--- src/rtl/rv_pkg.sv ---
// Shared types for the OP-IMM fetch/decode front end.
// Decoded-instruction bundle, funct3 codes and fetch FSM states.
package rv_pkg;

    localparam logic [6:0] OPC_OP_IMM = 7'b0010011;
    localparam logic [6:0] F7_ZERO    = 7'b0000000;
    localparam logic [6:0] F7_ALT     = 7'b0100000;

    typedef enum logic [2:0] {
        F3_ADDI      = 3'b000,
        F3_SLLI      = 3'b001,
        F3_SLTI      = 3'b010,
        F3_SLTIU     = 3'b011,
        F3_XORI      = 3'b100,
        F3_SRLI_SRAI = 3'b101,
        F3_ORI       = 3'b110,
        F3_ANDI      = 3'b111
    } funct3_e;

    typedef struct packed {
        logic [31:0] pc;
        logic [31:0] instr;
        logic [4:0]  rs1;
        logic [4:0]  rd;
        funct3_e     funct3;
        logic [31:0] imm;
        logic        is_itype;
        logic        illegal;
    } dec_t;

    typedef enum logic [1:0] {
        ST_FETCH = 2'd0,
        ST_DRAIN = 2'd1,
        ST_HOLD  = 2'd2
    } fetch_state_e;

endpackage

--- src/rtl/i_field_decode.sv ---
// Combinational OP-IMM field extraction and shift-encoding check.
// The pc field is left zero; the parent fills it in when capturing.
module i_field_decode
    import rv_pkg::*;
(
    input  logic [31:0] i_instr,
    output dec_t        o_fields
);

    logic [6:0] w_f7;
    funct3_e    w_f3;
    logic       w_is_itype;
    logic       w_bad_shift;

    assign w_f7       = i_instr[31:25];
    assign w_f3       = funct3_e'(i_instr[14:12]);
    assign w_is_itype = (i_instr[6:0] == OPC_OP_IMM);

    always_comb begin
        w_bad_shift = 1'b0;
        unique case (w_f3)
            F3_SLLI:      w_bad_shift = (w_f7 != F7_ZERO);
            F3_SRLI_SRAI: w_bad_shift = (w_f7 != F7_ZERO) && (w_f7 != F7_ALT);
            default:      w_bad_shift = 1'b0;
        endcase
    end

    always_comb begin
        o_fields          = '0;
        o_fields.instr    = i_instr;
        o_fields.rs1      = i_instr[19:15];
        o_fields.rd       = i_instr[11:7];
        o_fields.funct3   = w_f3;
        o_fields.imm      = {{20{i_instr[31]}}, i_instr[31:20]};
        o_fields.is_itype = w_is_itype;
        o_fields.illegal  = w_is_itype && w_bad_shift;
    end

endmodule

--- src/rtl/i_fetch_decode.sv ---
// PC holder, single-word imem fetch and OP-IMM decode front end.
// Hands one decoded word at a time to execute over valid/ready.
module i_fetch_decode
    import rv_pkg::*;
#(
    parameter logic [31:0] RESET_PC = 32'h0000_0000,
    parameter int unsigned PC_STEP  = 4
) (
    input  logic        clk,
    input  logic        rst_n,
    output logic        imem_req,
    output logic [31:0] imem_addr,
    input  logic        imem_ack,
    input  logic [31:0] imem_rdata,
    input  logic        redirect_valid,
    input  logic [31:0] redirect_pc,
    output logic        dec_valid,
    input  logic        dec_ready,
    output logic [31:0] dec_pc,
    output logic [31:0] dec_instr,
    output logic [4:0]  dec_rs1,
    output logic [4:0]  dec_rd,
    output logic [2:0]  dec_funct3,
    output logic [31:0] dec_imm,
    output logic        dec_is_itype,
    output logic        dec_illegal
);

    fetch_state_e r_state;
    fetch_state_e w_nstate;
    logic [31:0]  r_pc;
    logic [31:0]  w_npc;
    logic [31:0]  r_pend;
    logic [31:0]  w_npend;
    logic         r_active;
    dec_t         r_dec;
    dec_t         w_fields;
    dec_t         w_cap;
    logic         w_load;
    logic         w_req;
    logic         w_ack;
    logic [31:0]  w_rpc;

    i_field_decode u_field (
        .i_instr  (imem_rdata),
        .o_fields (w_fields)
    );

    // r_active keeps req low for the first cycle out of reset
    assign w_req = r_active && (r_state != ST_HOLD);
    assign w_ack = imem_ack && w_req;
    assign w_rpc = {redirect_pc[31:2], 2'b00};

    always_comb begin
        w_cap    = w_fields;
        w_cap.pc = r_pc;
    end

    always_comb begin
        w_nstate = r_state;
        w_npc    = r_pc;
        w_npend  = r_pend;
        w_load   = 1'b0;
        unique case (r_state)
            ST_FETCH: begin
                if (redirect_valid) begin
                    if (w_req && !w_ack) begin
                        w_npend  = w_rpc;
                        w_nstate = ST_DRAIN;
                    end else begin
                        w_npc = w_rpc;
                    end
                end else if (w_ack) begin
                    w_load   = 1'b1;
                    w_nstate = ST_HOLD;
                end
            end
            ST_DRAIN: begin
                if (redirect_valid) begin
                    w_npend = w_rpc;
                end
                if (w_ack) begin
                    w_npc    = redirect_valid ? w_rpc : r_pend;
                    w_nstate = ST_FETCH;
                end
            end
            ST_HOLD: begin
                if (redirect_valid) begin
                    w_npc    = w_rpc;
                    w_nstate = ST_FETCH;
                end else if (dec_ready) begin
                    w_npc    = r_pc + 32'(PC_STEP);
                    w_nstate = ST_FETCH;
                end
            end
            default: begin
                w_nstate = ST_FETCH;
            end
        endcase
    end

    always_ff @(posedge clk or negedge rst_n) begin
        if (!rst_n) begin
            r_state  <= ST_FETCH;
            r_pc     <= RESET_PC;
            r_pend   <= RESET_PC;
            r_active <= 1'b0;
            r_dec    <= '0;
        end else begin
            r_state  <= w_nstate;
            r_pc     <= w_npc;
            r_pend   <= w_npend;
            r_active <= 1'b1;
            if (w_load) begin
                r_dec <= w_cap;
            end
        end
    end

    assign imem_req     = w_req;
    assign imem_addr    = r_pc;
    assign dec_valid    = (r_state == ST_HOLD);
    assign dec_pc       = r_dec.pc;
    assign dec_instr    = r_dec.instr;
    assign dec_rs1      = r_dec.rs1;
    assign dec_rd       = r_dec.rd;
    assign dec_funct3   = r_dec.funct3;
    assign dec_imm      = r_dec.imm;
    assign dec_is_itype = r_dec.is_itype;
    assign dec_illegal  = r_dec.illegal;

endmodule
--- config.mk ---
export PLATFORM = sky130hd
export DESIGN_NAME = i_fetch_decode
export DESIGN_NICKNAME = d
export VERILOG_FILES = /design/src/rtl/rv_pkg.sv /design/src/rtl/i_field_decode.sv /design/src/rtl/i_fetch_decode.sv
export SDC_FILE = /design/constraint.sdc
export NUM_CORES = 1
export LEC_CHECK = 0
export ABC_AREA = 1
export CAP_MARGIN = 25
export CORE_ASPECT_RATIO = 0.6
export CORE_MARGIN = 2
export CORE_UTILIZATION = 48
export DETAILED_ROUTE_END_ITERATION = 7
export GPL_ROUTABILITY_DRIVEN = 0
export HOLD_SLACK_MARGIN = 0.02
export PLACE_DENSITY = 0.77
export SLEW_MARGIN = 10
export SYNTH_ARGS = -nofsm -noshare
export SYNTH_HDL_FRONTEND = slang
export SYNTH_SLANG_ARGS = --single-unit
--- constraint.sdc ---
create_clock -name clk -period 2.4 [get_ports clk]
set_input_delay 0.36 -clock clk [delete_from_list [all_inputs] [get_ports clk]]
set_output_delay 0.36 -clock clk [all_outputs]
set_load 0.005 [all_outputs]
; Word level (Yosys, flattened, before mapping)
; Index checks and enable logic that the tools add are counted.
[word_totals]
ff_bits = 158
wordCells = 61
output_inout_bits = 145
[classes]
reduce_logical = 13
add_sub_neg = 1
mux = 21
eq_ne = 14
[op_table]
columns = cell, count
row1 = 2-to-1 mux 32 bit, 8
row2 = one-hot mux 32 bit (3 select lines), 1
row3 = one-hot mux 32 bit (2 select lines), 1
row4 = adder 32 x 3 -> 32 bit (second input constant), 1
row5 = 2-to-1 mux 2 bit, 6
row6 = inequality test 2 bit (second input constant), 5
row7 = == test 7 x 5 -> 1 bit (second input constant), 1
row8 = inequality test 7 x 6 -> 1 bit (second input constant), 1
row9 = nonzero test 7 bit, 1
row10 = inequality test 3 bit (second input constant), 2
row11 = one-hot mux 2 bit (3 select lines), 1
row12 = logical AND 1 bit, 5
row13 = AND reduction 5 bit, 1
row14 = AND reduction 4 bit, 1
row15 = == test 3 x 1 -> 1 bit (second input constant), 1
row16 = == test 3 bit (second input constant), 1
row17 = 2-to-1 mux 1 bit, 3
row18 = inequality test 3 x 2 -> 1 bit (second input constant), 1
row19 = AND reduction 3 bit, 1
row20 = nonzero test 3 bit, 1
row21 = == test 2 x 1 -> 1 bit (second input constant), 1
row22 = == test 2 bit (second input constant), 1
row23 = zero test 2 bit, 1
row24 = one-hot mux 1 bit (2 select lines), 1
row25 = 2 further kinds, 2

; Depth between registers and ports, before layout
; Gate-level depths: netlist of the first run.
[depth]
depth_word = 8
ltp_mapped = 14
ltp_nobuf = 14

; Modules after synthesis
; Synthesis of the first run repeated with hierarchy kept, for this count alone.
[hier_totals]
hier_cells = 1175
hier_area_um2 = 9255.1
[modules_own_cells]
columns = mod, area_per_inst_um2, cells_each, n_inst
row1 = i_fetch_decode, 8339.2, 1044, 1
row2 = i_field_decode, 915.9, 131, 1

; Worst setup path after synthesis of the first run
; No wires, ideal clock.
[synth_timing]
path_type = register -> register
startpoint = register r_state[0]
endpoint = register r_pc[22], in the netlist imem_addr[22]
required_time_ps = 2283
t_arrival_ps = 1760
period_less_slack_ps = 1877
n_path_buf = 1
path_slack_ps = 523
stages_incl_launch_ff = 14
path_cell_list = dfrtp_1 > inv_1 > ha_1 > inv_2 > nor2_4 > inv_2 > or2_1 > nand2_2 > nor2_8 > inv_4 > buf_6 > a21oi_2 > nand2_1 > nand2_1
[synth_via]
elab_cells_between_ends = 15
cone_classes = 7 x eq/ne / 1 x mux / 7 x reduce/logical
[synth_rtl]
columns = element, line_no
row1 = from (decl), i_fetch_decode.sv:29  ; fetch_state_e r_state;
row2 = from (signal assigned), i_fetch_decode.sv:110  ; r_state <= w_nstate;
row3 = == test 2 bit *, n/a
row4 = net dec_valid, i_fetch_decode.sv:17  ; output logic dec_valid,
row5 = inequality test 3 x 2 -> 1 bit (no source line) / nonzero test 3 bit (equally long branches), n/a
row6 = AND reduction 5 bit (no source line), n/a
row7 = to (signal assigned), i_fetch_decode.sv:111  ; r_pc <= w_npc;
row8 = to (decl), i_fetch_decode.sv:31  ; logic [31:0] r_pc;
; Mark *: on every way through the listed nets, which the timed path passes. The rest lies on a longest branch.
; A chain may end at the register's enable or synchronous reset.

; Worst setup path in the final report of the first run
[layout_timing]
startpoint = register r_pc[2], in the netlist imem_addr[2]
endpoint = register r_pc[22], in the netlist imem_addr[22]
[layout_via]
elab_chain_cells = 4
[layout_lines]
columns = element, line_no
row1 = adder 32 x 3 -> 32 bit, i_fetch_decode.sv:92  ; w_npc = r_pc + 32'(PC_STEP);
row2 = 2-to-1 mux 32 bit, i_fetch_decode.sv:91  ; end else if (dec_ready) begin
row3 = 2-to-1 mux 32 bit, i_fetch_decode.sv:88  ; if (redirect_valid) begin
row4 = one-hot mux 32 bit (3 select lines), i_fetch_decode.sv:64  ; unique case (r_state)
; No other way between the ends. The select of a mux whose other input is x is not followed.

==> metrics.txt, run 1 <==
Fill cells=approximately 1,200; Die X=between 150 and 200 um; DPL Wire Length=~16,000 um; Core Region=~15,000 um^2; largest vdd supply drop=around 0.61 mV; crit path DAT=between 2 and 2.5 ns; PortBufs=between 200 and 250; status=finished, final reports clean; routed len/inst=about 16 um; Pleak=about 4.7 nW; worst setup margin=about 0.23 ns; Multi-input gate area=about 3200 um^2; GRT Total Usage=0.274; Mapped Area=roughly 7300 um^2; layout net count=between 1,000 and 1,500; initial antenna violation count=0; Final min period=~2.2 ns; pin count of the biggest net entering global routing=65; CTS tree=yes; RSZ-0062 raised after global routing=false; Synth Area per Inst=roughly 7.4 um^2; synth warn=0; Worst-path clk slew=around 0.06 ns; clock insertion delay at the later pin of the skew report=roughly 0.41 ns; die height=99.6 um; FF+latch count, synth=133; DRC Markers=0; clk_skew=approximately 0.0096 ns; WL final=~22,000 um; endpoints failing setup=0; grt ovf=0; Die Area=16,300 um^2; most frequent cells after synthesis=421 x nand2_1, 133 x dfrtp_1, 70 x inv_1; most common flop cell mapped by yosys=dfrtp_1; io pins=214; Max Fclk=roughly 0.46 GHz; cell count after synthesis=slightly below 1,000; DRT Pass-1 Iters=7; most frequent cell after synthesis=nand2_1; ys async rst share=1.00; vias in the first global route=roughly 6,700; Final Core Density=0.683; relative slew slack=0.604; leading area contributor after synthesis=dfrtp_1; share of cells above drive strength 1=0.0797; Antenna Cells=0; DR vias/cell=about 5.2; startpoint types=flop; fin crit share=0.906; first-pass GRT wire length=35,000 um; vias after detailed routing=7,050; final hold viol count=0; register area=3330 um^2; Syn Nets=roughly 1,100; Critical Setup Path Class=flop to flop; number of synthesized flops with an enable pin=0; Worst Path Max Fanout=6; Iter 0 DRT Violations=around 740; top cell type's share of synthesized area=0.455; Yosys cell types=between 40 and 50; Post-CTS Setup Inserts=0; Max-Cap Viols=0; Pwr Density=between 1000 and 1500 nW/um^2; Std-Cell Rows=34; data required time at the worst endpoint=about 2.7 ns; hold crit path type=input port to asynchronous set/reset pin; clk root buf=clkbuf_16; Max clock buf depth=2; initial core utilization=0.498; Worst Setup End Kind=flop; Setup TNS=0 ns; DRT antenna net count=0; Place WS=0.106 ns; synth top area cells=dfrtp_1 46%, nand2_1 22%, buf_4 4.7%; CTS Buf Count=17; Area Growth Syn to Fin=37.0%; hold slack=between 0.4 and 0.5 ns; post-synthesis sequential area ratio=0.455; clk sinks=around 130; Worst Tran Pin Value=approximately 0.6 ns; Slew Limit Fails=0; H-tree levels=4
## cell families (layout without fill, tap and decap cells)
kind of cell | after synthesis | in the layout | synth area share
simple gates | 545 | 545 | 0.299
buf+inv | 163 | 344 | 0.114
flops | 133 | 133 | 0.455
compound gates | 131 | 131 | 0.113
xor+xnor | 8 | 8 | 0.00958
fa+ha+maj | 5 | 5 | 0.00855
other cells | 1 | 1 | 0.000513
## path summary, 6_finish.rpt
kind	startpoint	to	slack, ns	cells past startpoint
worst min register to register	dec_pc[20]	dec_pc[20]	0.47	2
worst max register to register	imem_addr[2]	imem_addr[22]	0.23	12
worst min-delay path	rst_n	imem_addr[0]	0.45	2
min in group clk	dec_pc[20]	dec_pc[20]	0.47	2
worst max-delay path	imem_addr[2]	imem_addr[22]	0.23	12
max in group asynchronous	rst_n	dec_pc[28]	1.24	3
## worst max-delay path, stage by stage, from the launching register on
cell	delay [ns]
dfrtp_1	0.50
ha_1	0.26
nand3_1	0.14
inv_1	0.13
nand2_1	0.19
nor2_2	0.33
nand3_1	0.11
nand3_1	0.14
nand2_1	0.06
nand2_1	0.05
nand2_1	0.05
nand2_1	0.05
nand2_1	0.05
## sequential cells by signal (all words and copies together) (netlist names)
register      count
dec_pc           32
imem_addr        32
r_pend           32
dec_instr        31
r_state           2
dec_illegal       1
dec_imm           1
dec_is_itype      1
r_active          1
## where the power goes
group / leakage, nW / internal (mW) / total, mW / switching, mW
Sequential: 1.66 / 3.29 / 4.31 / 1.02
Clock: 0.302 / 1.81 / 2.77 / 0.958
Combinational: 2.74 / 3.44 / 6.72 / 3.28
Total: 4.70 / 8.54 / 13.8 / 5.25
## repair_timing
| item | CTS | global route |
|---|---|---|
| gates resized for setup | 0 | 2 |
| hold buffers | 1 | 0 |
| setup endpoints to repair | 0 | 2 |
| endpoints found under the hold margin | 47 | 0 |
## layer usage
| layer | part of all wire | global-route usage | wire length, um | up-vias |
|---|---|---|---|---|
| met3 | 0.10 | 0.0617 | 2190 | 24 |
| met4 | 0.012 | 0.0688 | 265 | 0 |
| met2 | 0.45 | 0.426 | 9810 | 369 |
| met1 | 0.44 | 0.389 | 9560 | 3239 |
| li1 | - | - | - | 3418 |
| met5 | 0 | 0 | 0 | - |
## cell type report
| class | instances | share of cell area |
|---|---|---|
| inverters | 78 | 0.0295 |
| clock buffers | 22 | 0.0473 |
| multi-input cells | 690 | 0.316 |
| well taps | 198 | 0.0247 |
| flip-flops and latches | 133 | 0.332 |
| repair buffers | 235 | 0.235 |
| clock inverters | 9 | 0.0150 |
## placed cells by master, fill, tap and decap left out, types with 5 or more instances in the layout
| master | n |
|---|---|
| clkbuf_16 | 17 |
| a21oi_2 | 14 |
| nand2_1 | 421 |
| nand3_1 | 40 |
| o21ai_0 | 56 |
| clkdlybuf4s50_1 | 210 |
| nor2_2 | 7 |
| nor2_1 | 57 |
| a21oi_1 | 16 |
| dfrtp_1 | 133 |
| buf_4 | 18 |
| a221oi_1 | 7 |
| inv_2 | 7 |
| buf_12 | 5 |
| a211oi_1 | 16 |
| inv_1 | 69 |
| o211ai_1 | 8 |
## through the flow
step,instance area [um^2],power (mW),instances
final,10000,13.8,1365
after global routing,10000,14.8,1365
after CTS,10000,13.8,1365
after detailed placement,9380,11.0,1333
after global placement,9380,10.8,1333
after floorplan,7310,7.82,986
Power figures use the tool's default switching activity.
==> run 2: changes to the inputs <==
--- a/config.mk
+++ b/config.mk
@@ -12,8 +12,9 @@
 export CORE_UTILIZATION = 48
 export DETAILED_ROUTE_END_ITERATION = 7
 export GPL_ROUTABILITY_DRIVEN = 0
+export GPL_TIMING_DRIVEN = 0
 export HOLD_SLACK_MARGIN = 0.02
-export PLACE_DENSITY = 0.77
+export PLACE_DENSITY = 0.89
 export SLEW_MARGIN = 10
 export SYNTH_ARGS = -nofsm -noshare
 export SYNTH_HDL_FRONTEND = slang
==> metrics.txt, run 2 (synthesized netlist as in run 1, its figures left out) <==
status=finished, final reports clean (unchanged); fin crit share=0.963 (was 0.906); pin count of the biggest net entering global routing=79 (was 65); endpoints failing setup=0 (unchanged); layout net count=1,294 (was 1,229); clk root buf=clkbuf_16 (unchanged); share of cells above drive strength 1=0.118 (was 0.0797); register area=3330 um^2 (unchanged); first-pass GRT wire length=38,800 um (was 35,000 um); DPL Wire Length=18,700 um (was 15,800 um); initial core utilization=0.498 (unchanged); data required time at the worst endpoint=2.04 ns (was 2.70 ns); initial antenna violation count=0 (unchanged); overall power=14.6 mW (was 13.8 mW); hold crit path type=input port to asynchronous set/reset pin (unchanged); Max clock buf depth=2 (unchanged); grt ovf=0 (unchanged); dpl cell area=9700 um^2 (was 9380 um^2); Antenna Cells=0 (unchanged); Worst Tran Pin Value=0.849 ns (was 0.595 ns); Die X=163 um (unchanged); Max-Cap Viols=0 (unchanged); Max Fclk=0.433 GHz (was 0.460 GHz); io pins=214 (unchanged); commonest non-fill, non-tap cell in the layout=nand2_1 (unchanged); Core Region=14,700 um^2 (unchanged); Iter 0 DRT Violations=939 (was 738); Fill cells=1,166 (was 1,239); DR vias/cell=5.41 (was 5.16); H-tree levels=4 (unchanged); CTS Buf Count=17 (unchanged); Pleak=4.93 nW (was 4.70 nW); DRT antenna net count=0 (unchanged); PortBufs=211 (unchanged); commonest non-fill, non-tap cells in the layout=421 x nand2_1, 210 x clkdlybuf4s50_1, 133 x dfrtp_1 (unchanged); Pwr Density=1410 nW/um^2 (was 1380 nW/um^2); Final Core Density=0.707 (was 0.683); Std-Cell Rows=34 (unchanged); GRT Total Usage=0.311 (was 0.274); CTS tree=yes (unchanged); die height=99.6 um (unchanged); Worst Path Max Fanout=10 (was 6); Final min period=2.31 ns (was 2.17 ns); RSZ-0062 raised after global routing=false (unchanged); crit path DAT=1.95 ns (was 2.48 ns); final hold viol count=0 (unchanged); fin area=10,400 um^2 (was 10,000 um^2); WL final=24,800 um (was 21,800 um); Worst Setup End Kind=output pin (was flop); Worst-path clk slew=0.06 ns (about the same); clk_skew=0.0125 ns (was 0.00960 ns); Slew Limit Fails=0 (unchanged); startpoint types=flop (unchanged); clk sinks=133 (unchanged); largest vdd supply drop=0.745 mV (was 0.609 mV); Die Area=16,300 um^2 (unchanged); Area Growth Syn to Fin=41.9% (was 37.0%); clock insertion delay at the later pin of the skew report=0.43 ns (was 0.41 ns); relative slew slack=0.434 (was 0.604); Multi-input gate area=3160 um^2 (about the same); DRC Markers=0 (unchanged); DRT Pass-1 Iters=5 (was 7); vias in the first global route=7,301 (was 6,663); vias after detailed routing=7,746 (was 7,050); Critical Setup Path Class=flop to output pin (was flop to flop); routed len/inst=17.4 um (was 16.0 um)
==> run 2: changes by cell type in the layout (fill, tap and decap cells not counted), sizes merged <==
cell / before / now
clkbuf: 22 / 32
clkinvlp: 2 / 5
inv: 77 / 79
buf: 24 / 75
==> run 2: area by class of cell <==
| class | count | share of cell area |
|---|---|---|
| multi-input combinational | 690 | 0.304 |
| tap | 198 | 0.0239 |
| clock inverter | 14 | 0.0194 |
| inverter | 78 | 0.0285 |
| timing repair buffer | 215 | 0.209 |
| sequential | 133 | 0.321 |
| clock buffer | 18 | 0.0423 |
| buffer | 85 | 0.0524 |
==> run 2: final timing paths <==
path                       cells past startpoint       endpoint         start  slack, ns
hold reg to reg                                2     dec_pc[11]    dec_pc[11]       0.48
hold / removal                                 2     r_pend[30]         rst_n       0.47
setup / recovery                               5       imem_req    r_state[0]       0.09
min in group clk                               2     dec_pc[11]    dec_pc[11]       0.48
setup reg to reg                              12  imem_addr[22]  imem_addr[2]       0.17
max in group asynchronous                      3      dec_pc[6]         rst_n       1.12
==> run 2: what timing repair did <==
item / 4_1_cts / 5_1_grt
gates resized for setup: 0 / 8
buffers inserted: 0 / 2
endpoints found under the hold margin: 55 / 0
setup endpoints to repair: 0 / 84
hold buffers: 1 / 0
==> run 2: per-layer routing <==
layer | vias up | global-route usage | share of wire
li1 | 3552 | - | -
met1 | 3597 | 0.435 | 0.41
met2 | 520 | 0.471 | 0.44
met3 | 77 | 0.0784 | 0.12
met4 | 0 | 0.113 | 0.032
met5 | - | 0 | 0
==> run 2: through the flow <==
| step | setup slack, ns | hold WS (ns) | TNS [ns] | instances |
|---|---|---|---|---|
| floorplan | 0.523 | 0.0644 | 0 | 986 |
| global route | 0.00813 | 0.498 | 0 | 1431 |
| CTS | 0.0551 | 0.477 | 0 | 1429 |
| global placement | -4.34 | 0.454 | -576.22 | 1395 |
| detailed placement | 0.0172 | 0.364 | 0 | 1396 |
| finish | 0.0886 | 0.467 | 0 | 1431 |
==> run 2: worst max-delay path: stages (launching register included) <==
cell and delay [ns]:
dfrtp_1 0.37, inv_1 0.09, ha_1 0.25, buf_4 0.21, nor2_4 0.11, clkdlybuf4s50_1 0.49
==> run 2: report_power, final <==
part,internal (mW),switching (mW),total (mW)
Clock,1.78,1.05,2.83
Sequential,3.29,1.07,4.36
Combinational,3.82,3.59,7.40
